### src/rtl/counter_cond_param.sv
// Per-channel FIFO pop counters with a registered one-shot read handshake.
// Supports wrap/saturate counting, sticky overflow, clear-on-read and global clear.
module counter_cond_param #(
  parameter int unsigned NUM_CH      = 5,
  parameter int unsigned CNT_W       = 5,
  parameter int unsigned IDX_W       = 3,
  parameter int unsigned DATA_W      = 8,
  parameter bit          SATURATE    = 1'b0,
  parameter bit          CLR_ON_READ = 1'b0
) (
  input  logic              clk,
  input  logic              reset,
  input  logic              idle,
  input  logic              req,
  input  logic [IDX_W-1:0]  idx,
  input  logic [NUM_CH-1:0] fifo_pop,
  input  logic              clear_all,
  output logic              valid,
  output logic [DATA_W-1:0] data_out,
  output logic              err,
  output logic [NUM_CH-1:0] overflow
);

  typedef enum logic [0:0] {StWait, StResp} state_e;

  localparam logic [CNT_W-1:0] CntMax = '1;

  state_e             state_q, state_d;
  logic [CNT_W-1:0]   cnt_q [NUM_CH];
  logic [CNT_W-1:0]   cnt_d [NUM_CH];
  logic [NUM_CH-1:0]  ovf_q, ovf_d;
  logic [CNT_W-1:0]   resp_cnt_q, resp_cnt_d;
  logic               resp_err_q, resp_err_d;

  logic               accept;
  logic               idx_ok;
  logic [CNT_W-1:0]   sel_cnt;

  assign accept = (state_q == StWait) && idle && req;
  assign idx_ok = 32'(idx) < NUM_CH;

  always_comb begin
    sel_cnt = '0;
    for (int unsigned i = 0; i < NUM_CH; i++) begin
      if (idx == IDX_W'(i)) sel_cnt = cnt_q[i];
    end
  end

  // Clear-on-read zeroes the base before the pop is applied, so a same-cycle pop lands as 1.
  always_comb begin
    ovf_d = ovf_q;
    for (int unsigned i = 0; i < NUM_CH; i++) begin
      cnt_d[i] = cnt_q[i];
      if (clear_all) begin
        cnt_d[i] = '0;
        ovf_d[i] = 1'b0;
      end else begin
        if (CLR_ON_READ && accept && idx_ok && (idx == IDX_W'(i))) begin
          cnt_d[i] = '0;
          ovf_d[i] = 1'b0;
        end
        if (fifo_pop[i]) begin
          if (cnt_d[i] == CntMax) begin
            cnt_d[i] = SATURATE ? CntMax : '0;
            ovf_d[i] = 1'b1;
          end else begin
            cnt_d[i] = cnt_d[i] + 1'b1;
          end
        end
      end
    end
  end

  always_comb begin
    state_d    = state_q;
    resp_cnt_d = resp_cnt_q;
    resp_err_d = resp_err_q;
    unique case (state_q)
      StWait: begin
        if (accept) begin
          state_d    = StResp;
          resp_cnt_d = idx_ok ? sel_cnt : '0;
          resp_err_d = !idx_ok;
        end
      end
      StResp:  state_d = StWait;
      default: state_d = StWait;
    endcase
  end

  always_ff @(posedge clk) begin
    if (reset) begin
      state_q    <= StWait;
      ovf_q      <= '0;
      resp_cnt_q <= '0;
      resp_err_q <= 1'b0;
      for (int unsigned i = 0; i < NUM_CH; i++) cnt_q[i] <= '0;
    end else begin
      state_q    <= state_d;
      ovf_q      <= ovf_d;
      resp_cnt_q <= resp_cnt_d;
      resp_err_q <= resp_err_d;
      for (int unsigned i = 0; i < NUM_CH; i++) cnt_q[i] <= cnt_d[i];
    end
  end

  assign valid    = (state_q == StResp);
  assign data_out = valid ? DATA_W'(resp_cnt_q) : '0;
  assign err      = valid & resp_err_q;
  assign overflow = ovf_q;

endmodule
### config.mk
export PLATFORM = sky130hd
export DESIGN_NAME = counter_cond_param
export DESIGN_NICKNAME = d
export VERILOG_FILES = /design/src/rtl/counter_cond_param.sv
export SDC_FILE = /design/constraint.sdc
export NUM_CORES = 1
export LEC_CHECK = 0
export CAP_MARGIN = 10
export CORE_MARGIN = 4
export CORE_UTILIZATION = 55
export DETAILED_ROUTE_END_ITERATION = 16
export HOLD_SLACK_MARGIN = 0.1
export PLACE_DENSITY = 0.83
export SLEW_MARGIN = 40
export SYNTH_ARGS = -nofsm -noshare
export SYNTH_HDL_FRONTEND = slang
export SYNTH_SLANG_ARGS = --single-unit
### constraint.sdc
create_clock -name clk -period 3.9 [get_ports clk]
set_clock_uncertainty 0.2 [all_clocks]
set_input_delay 1.17 -clock clk [delete_from_list [all_inputs] [get_ports clk]]
set_output_delay 1.17 -clock clk [all_outputs]
set_load 0.01 [all_outputs]
==> out/results.ini <==
[run_status]
status = completed

[worst_setup_path]
path_delay_family = buffers and inverters
start_kind = flip-flop
path_buf_inv = 1
worstPathRequired_ns = 2.53
arrival_ns = 1.45
critical_path_class = flip-flop to primary output
worst_setup_path_end_kind = primary output
crit_fanout = 9
slowest_stage = clkdlybuf4s50_1
crit_chain = and2_1 -> clkdlybuf4s50_1
max_stage_delay_ns = 0.54

[synthesis]
synth_common_cells = dfxtp_1, nor2_1, a21oi_1
yosysSeqAreaShare = 0.3859
yosysTopAreaCellShare = 0.3859
synth.area.top_cells = dfxtp_1, mux2i_1, ha_1
synth_flop_cell = dfxtp_1
syn_area_per_cell_um2 = 9.140
async_reset_ff_frac = 0
synth_most_common_cell = dfxtp_1
synthCells = 210
yosysTopAreaCell = dfxtp_1
synth-edff-count = 0
yosys_warnings = 0
ys_ff_latch = 37
synth.distinct_cells = 35
syn_area_um2 = 1919

[drt]
route.detailed.drc = 0
ant_nets = 0
via_per_inst = 5.514
drtIter0Drc = 122
first_pass_iters = 4
vias = 1522
drt_wl_total_um = 3607
wl_per_cell_um = 13.07

[sta]
setup_viol = 0
hold_viol = 0
rsz0062_at_grt = false
clock.fmax_mhz = 354.1
min_period_ns = 2.824
post-route-period-util = 0.7242
drv_slew = 0
whs_ns = 0.2555
maxSlewHeadroom = 0.6064
tightestPinTransition_ns = 0.5903
finalSetupTns_ns = 0

[clock_network]
cts_buffers = 5
clk_latency_ns = 0.33
cts_max_path_buffers = 2
cts_setup_buffers = 0
hold_buffers = 0
tritoncts = done
htreeDepth = 2
cts-root-buf = clkbuf_4
clkTransAtPathRegs_ns = 0.10
cts.sinks = 37
ctsResizeCount = 0

[global_route]
grt_pass1_vias = 1363
antenna_found_initial = 0
grt_max_degree = 31
grt_remaining_overflow = 0
grtUsageTotal = 0.1828
grt_pass1_wl_um = 6244

[flow_run]
maxCapViolCount = 0

[hold_path]
min_path_type = flip-flop to flip-flop

[place]
dp_hpwl_um = 2594
portBuffers = 24
place_area_um2 = 2140
routabilityCongestion = 0.8580

[finish]
final_area_um2 = 2195
diodes = 0
fillers = 298
drive_above_1_share = 0.05217
nNetsFinal = 253
areaGrowthSynthToFinish_pct = 14.34

[die]
num_rows = 21
dieArea_um2 = 4499
initial_core_util = 0.5707
die_w_um = 67.08
design.core.area_um2 = 3363
io_pins = 28
die_h_um = 67.08

[pwr]
p_per_area_nw_per_um2 = 297.2
max-vdd-ir-drop_uv = 192.6
leakage_nw = 0.8666

==> logic make-up after synthesis <==
kind of cell	count (synthesis)	share of synthesized area
muxes	16	0.08409
and+or+nand+nor	84	0.2575
AOI/OAI and AO/OA	45	0.1532
DFF	37	0.3859
buffers and inverters	17	0.05215
adders and majority gates	10	0.06519
other	1	0.001954
==> registers in the layout, indices dropped and copies added, names as in the netlist <==
register and flops:
resp_err_q 1, overflow 5, valid 1, cnt_q 25, resp_cnt_q 5
==> cells in the final DEF, fill, tap and decap left out, types with 6 or more instances in the layout <==
cell type,Yosys,layout
a21oi_1,19,19
and2_1,6,6
and3_1,6,6
clkdlybuf4s50_1,0,24
dfxtp_1,37,37
ha_1,10,10
mux2i_1,15,15
nand2b_1,8,8
nand3_1,6,6
nor2_1,31,31
o21ai_0,10,10
==> tightest hold or removal path: stages (launching register included) <==
cell,delay [ns]
dfxtp_1,0.32
nand2_1,0.05
a21oi_1,0.05
==> final cells by class <==
type,count,area (um^2),area share
multi-input combinational,158,1086,0.4949
sequential,37,740.7,0.3375
timing repair buffer,24,240.2,0.1095
tap,46,57.56,0.02623
clock buffer,7,55.05,0.02509
inverter,4,15.01,0.006842
==> per-layer routing <==
metal	wire length [um]	GRT usage
met1	1733	0.2312
met3	169	0.05059
met5	0	0
met2	1646	0.2896
met4	57	0.07595
==> final timing paths <==
path / cells past startpoint / from / to / slack, ns
worst max-delay path: 2 / valid / data_out[2] / 1.08
worst max register to register: 5 / cnt_q[0][0] / cnt_q[0][3] / 1.98
worst min-delay path: 2 / resp_err_q / resp_err_q / 0.26
worst min register to register: 2 / resp_err_q / resp_err_q / 0.26
==> per-stage QoR <==
step / setup WS [ns] / util / std cells / power [mW]
4_1_cts: 1.041 / 0.6525 / 276 / 0.6599
2_1_floorplan: 1.531 / - / 212 / 0.4396
3_3_place_gp: 0.8581 / 0.6362 / 269 / 0.4563
3_5_place_dp: 0.8289 / 0.6362 / 269 / 0.4574
5_1_grt: 0.9140 / 0.6525 / 276 / 0.6841
6_report: 1.076 / 0.6525 / 276 / 0.6523
==> where the power goes <==
part	leakage (nW)	total (mW)	switching, mW	internal (mW)
logic	0.536	0.0608	0.0325	0.0283
registers	0.299	0.388	0.00573	0.382
clock network	0.0314	0.203	0.118	0.0852
(Power assumes the default switching activity.)
